--- src/rtl/stage_ex_md_pkg.sv ---
// stage_ex_md_pkg: shared pipeline register types, opcodes and helpers for the execute stage
package stage_ex_md_pkg;
  localparam int PIPE_XLEN = 32;
  typedef enum logic [3:0] {
    ALU_ADD, ALU_SUB, ALU_SLL, ALU_SLT, ALU_SLTU, ALU_XOR,
    ALU_SRL, ALU_SRA, ALU_OR, ALU_AND, ALU_COPY1
  } alu_fun_e;
  typedef enum logic [2:0] {
    MD_MUL, MD_MULH, MD_MULHSU, MD_MULHU, MD_DIV, MD_DIVU, MD_REM, MD_REMU
  } md_op_e;
  typedef enum logic [1:0] {MD_IDLE, MD_RUN, MD_DONE} md_state_e;
  typedef struct packed {
    logic                 valid;
    logic [PIPE_XLEN-1:0] pc;
    logic [PIPE_XLEN-1:0] alu_op1;
    logic [PIPE_XLEN-1:0] alu_op2;
    alu_fun_e             alu_fun;
    logic                 md_en;
    logic [2:0]           func3;
    logic                 dmem_wr_en;
    logic                 dmem_rd_en;
    logic [PIPE_XLEN-1:0] dmem_wdata;
    logic                 reg_wr_en;
    logic [4:0]           rd;
    logic [1:0]           wb_sel;
  } id_ex_reg_t;
  typedef struct packed {
    logic                 valid;
    logic [PIPE_XLEN-1:0] pc;
    logic [PIPE_XLEN-1:0] alu_result;
    logic [2:0]           func3;
    logic                 dmem_wr_en;
    logic                 dmem_rd_en;
    logic [PIPE_XLEN-1:0] dmem_wdata;
    logic                 reg_wr_en;
    logic [4:0]           rd;
    logic [1:0]           wb_sel;
  } ex_ma_reg_t;
  function automatic logic md_op1_signed(input logic [2:0] f);
    return f != MD_MULHU && f != MD_DIVU && f != MD_REMU;
  endfunction
  function automatic logic md_op2_signed(input logic [2:0] f);
    return f == MD_MUL || f == MD_MULH || f == MD_DIV || f == MD_REM;
  endfunction
endpackage

--- src/rtl/stage_ex_md_muldiv_iter.sv ---
// muldiv_iter: iterative RV32M multiply/divide resolving MD_BPC result bits per cycle
module muldiv_iter
  import stage_ex_md_pkg::*;
#(
  parameter int XLEN   = 32,
  parameter int MD_BPC = 1
) (
  input  logic            clk,
  input  logic            rst_ni,
  input  logic            squash,
  input  logic            stall,
  input  logic            start,
  input  logic [2:0]      func3,
  input  logic [XLEN-1:0] op1,
  input  logic [XLEN-1:0] op2,
  output logic            busy,
  output logic            done,
  output logic [XLEN-1:0] result
);
  localparam int N  = XLEN / MD_BPC;
  localparam int CW = N > 1 ? $clog2(N) : 1;
  localparam int W  = XLEN + MD_BPC;
  localparam int W2 = 2 * XLEN;
  md_state_e         state;
  logic [CW-1:0]     cnt;
  logic [W2-1:0]     p, p_n, prod;
  logic [XLEN-1:0]   b, mag1, mag2, div_r, div_q, quo, rem;
  logic [XLEN:0]     div_t;
  logic [W-1:0]      mul_t;
  logic [2:0]        f3;
  logic              s1, s2, sgn1, sgn2, div_zero, div_ovf, fast, div_ge;
  assign sgn1     = op1[XLEN-1] && md_op1_signed(func3);
  assign sgn2     = op2[XLEN-1] && md_op2_signed(func3);
  assign mag1     = sgn1 ? -op1 : op1;
  assign mag2     = sgn2 ? -op2 : op2;
  assign div_zero = func3[2] && op2 == '0;
  assign div_ovf  = func3[2] && !func3[0] && op1 == {1'b1, {(XLEN-1){1'b0}}} && &op2;
  assign fast     = div_zero || div_ovf;
  always_comb begin
    mul_t  = W'(p[W2-1:XLEN]) + W'(b) * W'(p[MD_BPC-1:0]);
    div_r  = p[W2-1:XLEN];
    div_q  = p[XLEN-1:0];
    div_t  = '0;
    div_ge = 1'b0;
    for (int i = 0; i < MD_BPC; i++) begin
      div_t  = {div_r, div_q[XLEN-1]};
      div_ge = div_t >= {1'b0, b};
      div_r  = div_ge ? XLEN'(div_t - {1'b0, b}) : div_t[XLEN-1:0];
      div_q  = {div_q[XLEN-2:0], div_ge};
    end
    p_n    = f3[2] ? {div_r, div_q} : W2'({mul_t, p[XLEN-1:0]} >> MD_BPC);
    prod   = (s1 ^ s2) ? -p : p;
    quo    = (s1 ^ s2) ? -p[XLEN-1:0] : p[XLEN-1:0];
    rem    = s1 ? -p[W2-1:XLEN] : p[W2-1:XLEN];
    result = !f3[2] ? (f3[1:0] == 2'b00 ? prod[XLEN-1:0] : prod[W2-1:XLEN]) : (f3[1] ? rem : quo);
  end
  always_ff @(posedge clk) begin
    if (!rst_ni) begin
      state <= MD_IDLE;
      cnt   <= '0;
    end else begin
      if (squash) state <= MD_IDLE;
      else if (state == MD_IDLE && start) state <= fast ? MD_DONE : MD_RUN;
      else if (state == MD_RUN && cnt == '0) state <= MD_DONE;
      else if (state == MD_DONE && !stall) state <= MD_IDLE;
      if (state == MD_IDLE && start) begin
        cnt <= CW'(N - 1);
        f3  <= func3;
        b   <= mag2;
        s1  <= sgn1 && !fast;
        s2  <= sgn2 && !fast;
        p   <= div_zero ? {op1, {XLEN{1'b1}}} : div_ovf ? {{XLEN{1'b0}}, op1} : {{XLEN{1'b0}}, mag1};
      end else if (state == MD_RUN) begin
        cnt <= cnt - 1'b1;
        p   <= p_n;
      end
    end
  end
  assign done = state == MD_DONE;
  assign busy = rst_ni && !squash && ((state == MD_IDLE && start) || state == MD_RUN || (done && stall));
endmodule

--- src/rtl/stage_ex_md.sv ---
// stage_ex_md: execute stage with single-cycle ALU, iterative RV32M unit and the EX-MA register
module stage_ex_md
  import stage_ex_md_pkg::*;
#(
  parameter int XLEN   = PIPE_XLEN,
  parameter int MD_BPC = 1
) (
  input  logic       clk,
  input  logic       rst_ni,
  input  logic       squash_i,
  input  logic       stall_i,
  input  id_ex_reg_t id_ex_i,
  output ex_ma_reg_t ex_ma_reg_o,
  output logic       ex_busy_o
);
  localparam int SW = $clog2(XLEN);
  logic [XLEN-1:0] a, b, alu_res, md_res;
  logic [SW-1:0]   sh;
  logic            md_done, bubble;
  ex_ma_reg_t      ex_ma_n;
  assign a  = id_ex_i.alu_op1;
  assign b  = id_ex_i.alu_op2;
  assign sh = b[SW-1:0];
  always_comb begin
    case (id_ex_i.alu_fun)
      ALU_SUB:   alu_res = a - b;
      ALU_SLL:   alu_res = a << sh;
      ALU_SLT:   alu_res = XLEN'($signed(a) < $signed(b));
      ALU_SLTU:  alu_res = XLEN'(a < b);
      ALU_XOR:   alu_res = a ^ b;
      ALU_SRL:   alu_res = a >> sh;
      ALU_SRA:   alu_res = $signed(a) >>> sh;
      ALU_OR:    alu_res = a | b;
      ALU_AND:   alu_res = a & b;
      ALU_COPY1: alu_res = a;
      default:   alu_res = a + b;
    endcase
  end
  muldiv_iter #(.XLEN(XLEN), .MD_BPC(MD_BPC)) u_md (
    .clk    (clk),
    .rst_ni (rst_ni),
    .squash (squash_i),
    .stall  (stall_i),
    .start  (id_ex_i.valid && id_ex_i.md_en),
    .func3  (id_ex_i.func3),
    .op1    (a),
    .op2    (b),
    .busy   (ex_busy_o),
    .done   (md_done),
    .result (md_res)
  );
  assign bubble = squash_i || (id_ex_i.md_en && !md_done);
  always_comb begin
    ex_ma_n.valid      = id_ex_i.valid && !bubble;
    ex_ma_n.pc         = id_ex_i.pc;
    ex_ma_n.alu_result = id_ex_i.md_en ? md_res : alu_res;
    ex_ma_n.func3      = id_ex_i.func3;
    ex_ma_n.dmem_wr_en = id_ex_i.dmem_wr_en && !bubble;
    ex_ma_n.dmem_rd_en = id_ex_i.dmem_rd_en;
    ex_ma_n.dmem_wdata = id_ex_i.dmem_wdata;
    ex_ma_n.reg_wr_en  = id_ex_i.reg_wr_en && !bubble;
    ex_ma_n.rd         = id_ex_i.rd;
    ex_ma_n.wb_sel     = id_ex_i.wb_sel;
  end
  always_ff @(posedge clk) begin
    if (!rst_ni) begin
      ex_ma_reg_o.valid      <= 1'b0;
      ex_ma_reg_o.dmem_wr_en <= 1'b0;
      ex_ma_reg_o.reg_wr_en  <= 1'b0;
    end else if (!stall_i) begin
      ex_ma_reg_o <= ex_ma_n;
    end
  end
endmodule

--- config.mk ---
export PLATFORM = sky130hd
export DESIGN_NAME = stage_ex_md
export DESIGN_NICKNAME = d
export VERILOG_FILES = /design/src/rtl/stage_ex_md_pkg.sv /design/src/rtl/stage_ex_md_muldiv_iter.sv /design/src/rtl/stage_ex_md.sv
export SDC_FILE = /design/constraint.sdc
export NUM_CORES = 1
export LEC_CHECK = 0
export BUFFER_PORTS_ARGS = -buffer_cell sky130_fd_sc_hd__buf_2
export CORE_ASPECT_RATIO = 1.75
export CORE_MARGIN = 5
export CORE_UTILIZATION = 52
export CTS_BUF_LIST = sky130_fd_sc_hd__clkbuf_4
export CTS_CLUSTER_SIZE = 28
export DETAILED_ROUTE_END_ITERATION = 16
export HOLD_SLACK_MARGIN = 0.02
export PLACE_DENSITY_LB_ADDON = 0.15
export REMOVE_ABC_BUFFERS = 1
export SETUP_SLACK_MARGIN = 0.1
export SKIP_LAST_GASP = 1
export SLEW_MARGIN = 20
export SYNTH_ARGS = -nofsm -noshare
export SYNTH_HDL_FRONTEND = slang
export SYNTH_SLANG_ARGS = --single-unit
--- constraint.sdc ---
create_clock -name clk -period 9.75 [get_ports clk]
set_clock_uncertainty 0.05 [all_clocks]
set_input_delay 1.95 -clock clk [delete_from_list [all_inputs] [get_ports clk]]
set_output_delay 1.95 -clock clk [all_outputs]
set_load 0.05 [all_outputs]
==> results.tsv, run 1 <==
metric	value	unit
outcome	finished, final reports clean	
RSZ-0062 raised after global routing	false	
Post-synth ARST share	0	
max-capacitance violation count	0	
Worst EP arrival	6.34	ns
Max stage delay on crit path	0.79	ns
register area share after synthesis	0.260	
per-cell routed wire length	31.1	um
Netlist cell types	101	
Final Power	0.00326	W
Vias	27100	
first-pass GRT wire length	172000	um
area delta synth->final	9.79	%
Mapped Area	24800	sq um
DP Wirelength	93400	um
Req. time, crit path	10.34	ns
P_sw	0.00134	W
Post-synth EDFFs	208	
Chip Width	175	um
Max FO, Critical Path	66	
port buffer count	261	
Post-Synthesis Cells	3049	
Clock Root Buffer	clkbuf_4	
vias in the first global route	27100	
Worst setup EP type	register	
# DRC	0	
Max Clock Freq	174	MHz
hold-fix buffers at CTS	0	
area leader, netlist	edfxtp_1	
Most used DFF post-synth	edfxtp_1	
internal power	0.00192	W
largest net degree at the start of global routing	73	
Die Y	299	um
Worst-path clk slew	0.09	ns
Worst-Margin Slew	1.28	ns
Filler Cell Count	4331	
clock sink count	218	
critical-path cell list	buf_4 > ha_1 > inv_1 > fa_1 > nand2b_1 > a2111oi_0 > o311ai_1 > a31oi_1 > o21ai_1 > a21oi_1 > o211ai_1 > a211oi_1 > o41ai_1 > a21o_1	
Final Setup Violations	0	
Power Density	120	nW/um^2
Switching Share	0.412	
critical path's slowest cell	o311ai_1	
fin crit share	0.591	
peak supply drop	70.4	uV
P_leak	10.9	nW
final hold viol count	0	
average via count per standard cell	7.06	
worst skew pair latency	0.79	ns
initial antenna violation count	6	
final wirelength	120000	um
Initial DRT Pass Iterations	8	
clock power share	0.257	
number of nets in the layout	3529	
proportion of layout cells with a drive suffix above 1	0.153	
CTS tree	built	
Initial Utilization	0.523	
syn_area_per_cell	8.14	sq um
core area	47500	sq um
class of the worst hold path	register to register	
post-CTS sizing	0	
H-tree depth	2	
Ports	262	
Reg power frac	0.351	
Placer Congestion	1.06	
max-slew violations	0	
setup tns final	0	ns
Critical Setup Path Class	primary input to register	
std cell rows	106	
die area	52400	sq um
Overall Global Routing Usage	0.437	
final hold slack	0.538	ns
Post-CTS Setup Inserts	0	
synth top area cells	edfxtp_1 (25%), ha_1 (8.5%), a21oi_1 (5.1%), xnor2_1 (5.1%), mux2i_1 (4.5%)	
CTS max path bufs	3	
register area	6450	sq um
synthesized flop and latch total	218	
CTS buffer count	50	
Gate power share	0.391	
crit start category	primary input	
top cell type's share of synthesized area	0.252	
yosys warns	0	
fin crit period	5.76	ns
remaining global-route overflow	0	
initial drt markers	3608	
Rel. slew slack	0.144	
area of the multi-input gates	17000	sq um
post-route ant nets	0	
[worst max-delay path, delay by kind of cell]
kind,cells,cell delay (ns)
compound gates,9,2.80
buf+inv,2,0.71
fa+ha+maj,2,0.70
simple gates,1,0.12
[Yosys cell counts (12+ instances only)]
library cell and n:
a211o_1 12, a211oi_1 28, a21o_1 36, a21oi_1 255, a221o_1 16, a221oi_1 20, a22oi_1 71, a31oi_1 36
a32oi_1 13, and2_1 12, buf_1 19, buf_2 33, clkbuf_1 162, edfxtp_1 208, ha_1 168, inv_1 148
mux2i_1 112, mux4_2 27, nand2_1 241, nand2b_1 48, nand3_1 62, nand4_1 29, nor2_1 293, nor2b_1 31
nor3_1 66, nor4_1 25, o2111ai_1 24, o211ai_1 31, o21ai_0 221, o21ai_1 30, o21bai_1 24, o221ai_1 20
o22ai_1 24, o31ai_1 29, or3_1 25, xnor2_1 145, xor2_1 82
[cell type report]
type | instances | area share
clock buffers | 63 | 0.0174
inverters | 158 | 0.0218
clock inverters | 27 | 0.00803
flip-flops and latches | 218 | 0.237
multi-input cells | 2456 | 0.623
well taps | 594 | 0.0273
diodes | 5 | 0.000459
repair buffers | 322 | 0.0653
[metal layers]
metal	GRT usage	share of wire
met1	0.435	0.31
met2	0.740	0.47
met3	0.0801	0.091
met4	0.446	0.13
met5	0	0.00012
[registers in the layout, indices dropped and copies added, names as in the netlist]
register	flops
u_md.cnt	5
ex_ma_reg_o	110
u_md.s2	1
u_md.p	64
u_md.f3	3
u_md.s1	1
u_md.b	32
u_md.state	2
[logic make-up after synthesis]
family          share of synthesized area
buf+inv                            0.0588
xor+xnor                           0.0801
mux                                0.0752
compound gates                      0.263
simple gates                        0.176
fa+ha+maj                          0.0879
flops                               0.260
[layout by cell type (no fill, tap or decap), drive strengths merged, types with 63 or more instances in the layout]
cell,Yosys,routed
inv,156,158
a22oi,71,71
nor3,72,72
nand2,241,241
ha,168,168
buf,55,322
nor2,294,294
xnor2,145,145
edfxtp,208,208
mux2i,112,112
xor2,82,82
clkbuf,162,63
o21ai,252,252
a21oi,255,255
[power by group through the flow]
stage	registers, W	clock network, W	logic (W)
5_1_grt	0.00115	0.000883	0.00134
3_5_place_dp	0.00116	0	0.00123
6_report	0.00115	0.000839	0.00128
3_3_place_gp	0.00116	0	0.00121
2_1_floorplan	0.00126	0	0.000673
4_1_cts	0.00114	0.000839	0.00123
[per-stage QoR]
step	instance area [sq um]	cells	worst slack, ns	util
global route	27200	3839	3.81	0.574
finish	27300	3843	3.99	0.574
detailed placement	26500	3747	3.43	0.559
CTS	27200	3837	4.21	0.573
global placement	26500	3747	3.48	0.559
floorplan	24000	2832	1.37	-
[path summary, 6_finish.rpt]
path	startpoint	end	slack (ns)	depth (start not counted)
max reg2reg	u_md.p[42]	u_md.p[54]	4.48	12
min reg2reg	ex_ma_reg_o[7]	ex_ma_reg_o[7]	0.54	2
max	id_ex_i[50]	ex_ma_reg_o[45]	3.99	14
min	ex_ma_reg_o[7]	ex_ma_reg_o[7]	0.54	2
Note: power is estimated with default switching activity, not from simulation.
==> inputs of run 2 (changes only) <==
--- a/config.mk
+++ b/config.mk
@@ -5,6 +5,7 @@
 export SDC_FILE = /design/constraint.sdc
 export NUM_CORES = 1
 export LEC_CHECK = 0
+export ABC_AREA = 1
 export BUFFER_PORTS_ARGS = -buffer_cell sky130_fd_sc_hd__buf_2
 export CORE_ASPECT_RATIO = 1.75
 export CORE_MARGIN = 5
==> constraint.sdc (replaced) <==
create_clock -name clk -period 5 [get_ports clk]
set_clock_uncertainty 0.05 [all_clocks]
set_input_delay 1 -clock clk [delete_from_list [all_inputs] [get_ports clk]]
set_output_delay 1 -clock clk [all_outputs]
set_load 0.05 [all_outputs]
==> results.tsv, run 2 <==
metric	value	unit	change
outcome	stopped before the end		
Halt Stage	5_1_grt		
Err	[ERROR GRT-0116] Global routing finished with congestion. Check the congestion regions in the DRC Viewer.		
CTS max path bufs	3		unchanged
area leader, netlist	edfxtp_1		
Die Y	325	um	+8.7%
Clock Root Buffer	clkbuf_4		
Commonest cells post-synth	nand2_1 (1570), nand3_1 (616), inv_1 (588), nor2_1 (517), a21oi_1 (301)		
Placer Congestion	1.20		+14%
register area share after synthesis	0.219		-0.0411
hold-fix buffers at CTS	0		unchanged
most numerous cell in the Yosys netlist	nand2_1		
Overall Global Routing Usage	0.706		
Post-CTS Setup Inserts	0		unchanged
DP Wirelength	144000	um	+54%
syn_area_per_cell	5.91	sq um	-27%
largest net degree at the start of global routing	140		
Post-Synthesis Cells	4992		+64%
remaining global-route overflow	612		
synthesized flop and latch total	218		unchanged
Mapped Area	29500	sq um	+19%
first-pass GRT wire length	334000	um	
Initial Utilization	0.524		+0.00136
post-CTS sizing	0		unchanged
Most used DFF post-synth	edfxtp_1		
clock sink count	218		unchanged
Chip Width	190	um	+8.5%
yosys warns	0		unchanged
CTS buffer count	53		+6.0%
Netlist cell types	66		-35%
synth top area cells	edfxtp_1 (21%), nand2_1 (20%), nand3_1 (10%), inv_1 (7.5%), ha_1 (7.1%)		
port buffer count	261		unchanged
top cell type's share of synthesized area	0.212		-0.0398
std cell rows	115		+8.5%
pre-CTS setup slack	0.776	ns	-2.65 ns
vias in the first global route	43600		
Post-synth ARST share	0		unchanged
Post-synth EDFFs	208		unchanged
Ports	262		unchanged
H-tree depth	2		unchanged
[run 2: stage by stage]
step	std cells	TNS, ns	hold slack, ns	instance area, sq um	util
after detailed placement	5910	0	0.443	31600	0.563
after CTS	6003	0	0.288	32400	0.576
after global placement	5910	0	0.413	31600	0.563
after floorplan	4807	-178.23	0.400	28600	-
[run 2: routing by layer]
layer,GRT overflow,global-route usage
met5,1,0.165
met4,198,0.740
met3,6,0.485
met2,407,0.925
met1,0,0.687
[run 2: logic make-up after synthesis]
group	synth area share
adder cells (fa/ha/maj)	0.0740
AND/OR/NAND/NOR	0.429
buffers and inverters	0.107
AO/OA/AOI/OAI	0.140
XOR/XNOR	0.0309
flip-flops	0.219
==> inputs of run 3 (changes only) <==
--- a/config.mk
+++ b/config.mk
@@ -7,16 +7,11 @@
 export LEC_CHECK = 0
 export ABC_AREA = 1
 export BUFFER_PORTS_ARGS = -buffer_cell sky130_fd_sc_hd__buf_2
-export CORE_ASPECT_RATIO = 1.75
 export CORE_MARGIN = 5
-export CORE_UTILIZATION = 52
-export CTS_BUF_LIST = sky130_fd_sc_hd__clkbuf_4
-export CTS_CLUSTER_SIZE = 28
+export CORE_UTILIZATION = 37
 export DETAILED_ROUTE_END_ITERATION = 16
-export HOLD_SLACK_MARGIN = 0.02
 export PLACE_DENSITY_LB_ADDON = 0.15
 export REMOVE_ABC_BUFFERS = 1
-export SETUP_SLACK_MARGIN = 0.1
 export SKIP_LAST_GASP = 1
 export SLEW_MARGIN = 20
 export SYNTH_ARGS = -nofsm -noshare
==> constraint.sdc (replaced) <==
create_clock -name clk -period 6.5 [get_ports clk]
set_clock_uncertainty 0.05 [all_clocks]
set_input_delay 1.3 -clock clk [delete_from_list [all_inputs] [get_ports clk]]
set_output_delay 1.3 -clock clk [all_outputs]
set_load 0.05 [all_outputs]
==> results.tsv, run 3 <==
metric	value	unit	change
# DRC	0		
area leader, netlist	edfxtp_1		
Power Density	172	nW/um^2	
area delta synth->final	10.8	%	
vias in the first global route	33500		
Filler Cell Count	8836		
Initial Utilization	0.373		-0.151
synthesized flop and latch total	218		unchanged
Commonest cells post-synth	nand2_1 (1570), nand3_1 (616), inv_1 (588), nor2_1 (517), a21oi_1 (301)		
Die Y	292	um	-10%
top cell type's share of synthesized area	0.212		unchanged
Final Power	0.00561	W	
largest net degree at the start of global routing	98		
final wirelength	173000	um	
remaining global-route overflow	0		
Worst Reg-to-Reg Cells	11		
fin crit share	0.691		
Max Clock Freq	223	MHz	
Ports	262		unchanged
outcome	finished, final reports clean		
Clock Root Buffer	clkbuf_16		
final setup margin	2.01	ns	
most common cell after layout, fill and taps aside	nand2_1		
final hold viol count	0		
per-cell routed wire length	27.7	um	
yosys warns	0		unchanged
most frequent cells in the layout	nand2_1 (1570), nand3_1 (616), inv_1 (588)		
Worst-Margin Slew	1.27	ns	
hold-fix buffers at CTS	0		unchanged
setup tns final	0	ns	
port buffer count	261		unchanged
Placer Congestion	1.07		-11%
Worst-path clk slew	0.06	ns	
initial antenna violation count	11		
pre-CTS setup slack	1.56	ns	+0.782 ns
Post-synth ARST share	0		unchanged
biggest regs	ex_ma_reg_o x110, u_md.p x64, u_md.b x32		
Post-Synthesis Cells	4992		unchanged
synth top area cells	edfxtp_1 (21%), nand2_1 (20%), nand3_1 (10%), inv_1 (7.5%), ha_1 (7.1%)		
CTS tree	built		
die area	85500	sq um	
Mapped Area	29500	sq um	unchanged
Max FO, Critical Path	44		
P_leak	16.0	nW	
initial drt markers	4637		
CTS buffer count	28		-47%
peak supply drop	212	uV	
Post-Route Utilization	0.414		
H-tree depth	1		-1
proportion of layout cells with a drive suffix above 1	0.0874		
Biggest register	ex_ma_reg_o		
syn_area_per_cell	5.91	sq um	unchanged
core area	79000	sq um	
class of the worst hold path	register to register		
first-pass GRT wire length	240000	um	
Worst EP arrival	4.79	ns	
Worst setup EP type	register		
DP Wirelength	140000	um	-2.6%
post-CTS sizing	0		unchanged
max-slew violations	0		
RSZ-0062 raised after global routing	false		
fin crit period	4.49	ns	
register area share after synthesis	0.219		unchanged
worst skew pair latency	0.63	ns	
Min-Delay Path Depth	2		
Rel. slew slack	0.151		
Initial DRT Pass Iterations	6		
number of flip-flops in the largest register	110		
Chip Width	292	um	+54%
max-capacitance violation count	0		
Req. time, crit path	6.80	ns	
Final Setup Violations	0		
Post-CTS Setup Inserts	0		unchanged
std cell rows	103		-10%
Post-synth EDFFs	208		unchanged
post-route ant nets	0		
Critical Setup Path Class	primary input to register		
clock sink count	218		unchanged
Overall Global Routing Usage	0.381		
Netlist cell types	66		unchanged
Most used DFF post-synth	edfxtp_1		
Vias	36500		
crit start category	primary input		
number of nets in the layout	5474		
CTS max path bufs	3		unchanged
most numerous cell in the Yosys netlist	nand2_1		
average via count per standard cell	5.86		
-- run 3: cell counts after synthesis --
No cell type changed its count.
-- run 3: cell families after synthesis --
group                      synth area share
adders and majority gates            0.0740
DFF                                   0.219
buffers and inverters                 0.107
xor gates and xnor gates             0.0309
AOI/OAI and AO/OA                     0.140
and+or+nand+nor                       0.429
-- run 3: path summary, 6_finish.rpt --
| kind | start | to | slack [ns] |
|---|---|---|---|
| min | u_md.state[0] | u_md.state[0] | 0.43 |
| max reg2reg | u_md.p[0] | ex_ma_reg_o[49] | 2.87 |
| min reg2reg | u_md.state[0] | u_md.state[0] | 0.43 |
| max | id_ex_i[53] | ex_ma_reg_o[59] | 2.01 |
-- run 3: area by class of cell --
| type | count | area (sq um) | share of cell area |
|---|---|---|---|
| inverter | 608 | 2290 | 0.0701 |
| multi-input combinational | 3981 | 19900 | 0.610 |
| timing repair buffer | 314 | 1750 | 0.0535 |
| clock inverter | 17 | 205 | 0.00628 |
| sequential | 218 | 6450 | 0.197 |
| tap | 1050 | 1310 | 0.0402 |
| clock buffer | 34 | 743 | 0.0227 |
| antenna | 4 | 10.0 | 0.000306 |
-- run 3: power by group --
group / internal, W / total [W] / switching (W)
logic: 0.000554 / 0.00221 / 0.00166
registers: 0.00165 / 0.00175 / 0.0000991
clock network: 0.000942 / 0.00165 / 0.000711
-- run 3: critical path, stage by stage --
cell	delay, ns
buf_2	0.63
inv_4	0.43
ha_1	0.55
a21oi_1	0.23
nand2_1	0.26
nand2_1	0.13
nand2_1	0.13
nand3_1	0.17
nand2_1	0.14
o21ai_0	0.18
o21ai_0	0.09
nor2_1	0.44
a21oi_1	0.10
-- run 3: metrics by stage --
step / hold slack (ns) / instance area, sq um / cells
final: 0.433 / 32700 / 6226
after global routing: 0.456 / 32700 / 6222
after CTS: 0.431 / 32600 / 6221
after detailed placement: 0.419 / 31700 / 6170
after global placement: 0.415 / 31700 / 6170
after floorplan: 0.400 / 28600 / 4807
-- run 3: per-layer routing --
layer / routed length, um / global-route usage / share of wire / vias up
met5: 53 / 0 / 0.00031 / -
met4: 13000 / 0.225 / 0.076 / 8
met3: 16500 / 0.0734 / 0.095 / 455
met2: 72200 / 0.572 / 0.42 / 2190
met1: 70900 / 0.508 / 0.41 / 17100
li1: - / - / - / 16700
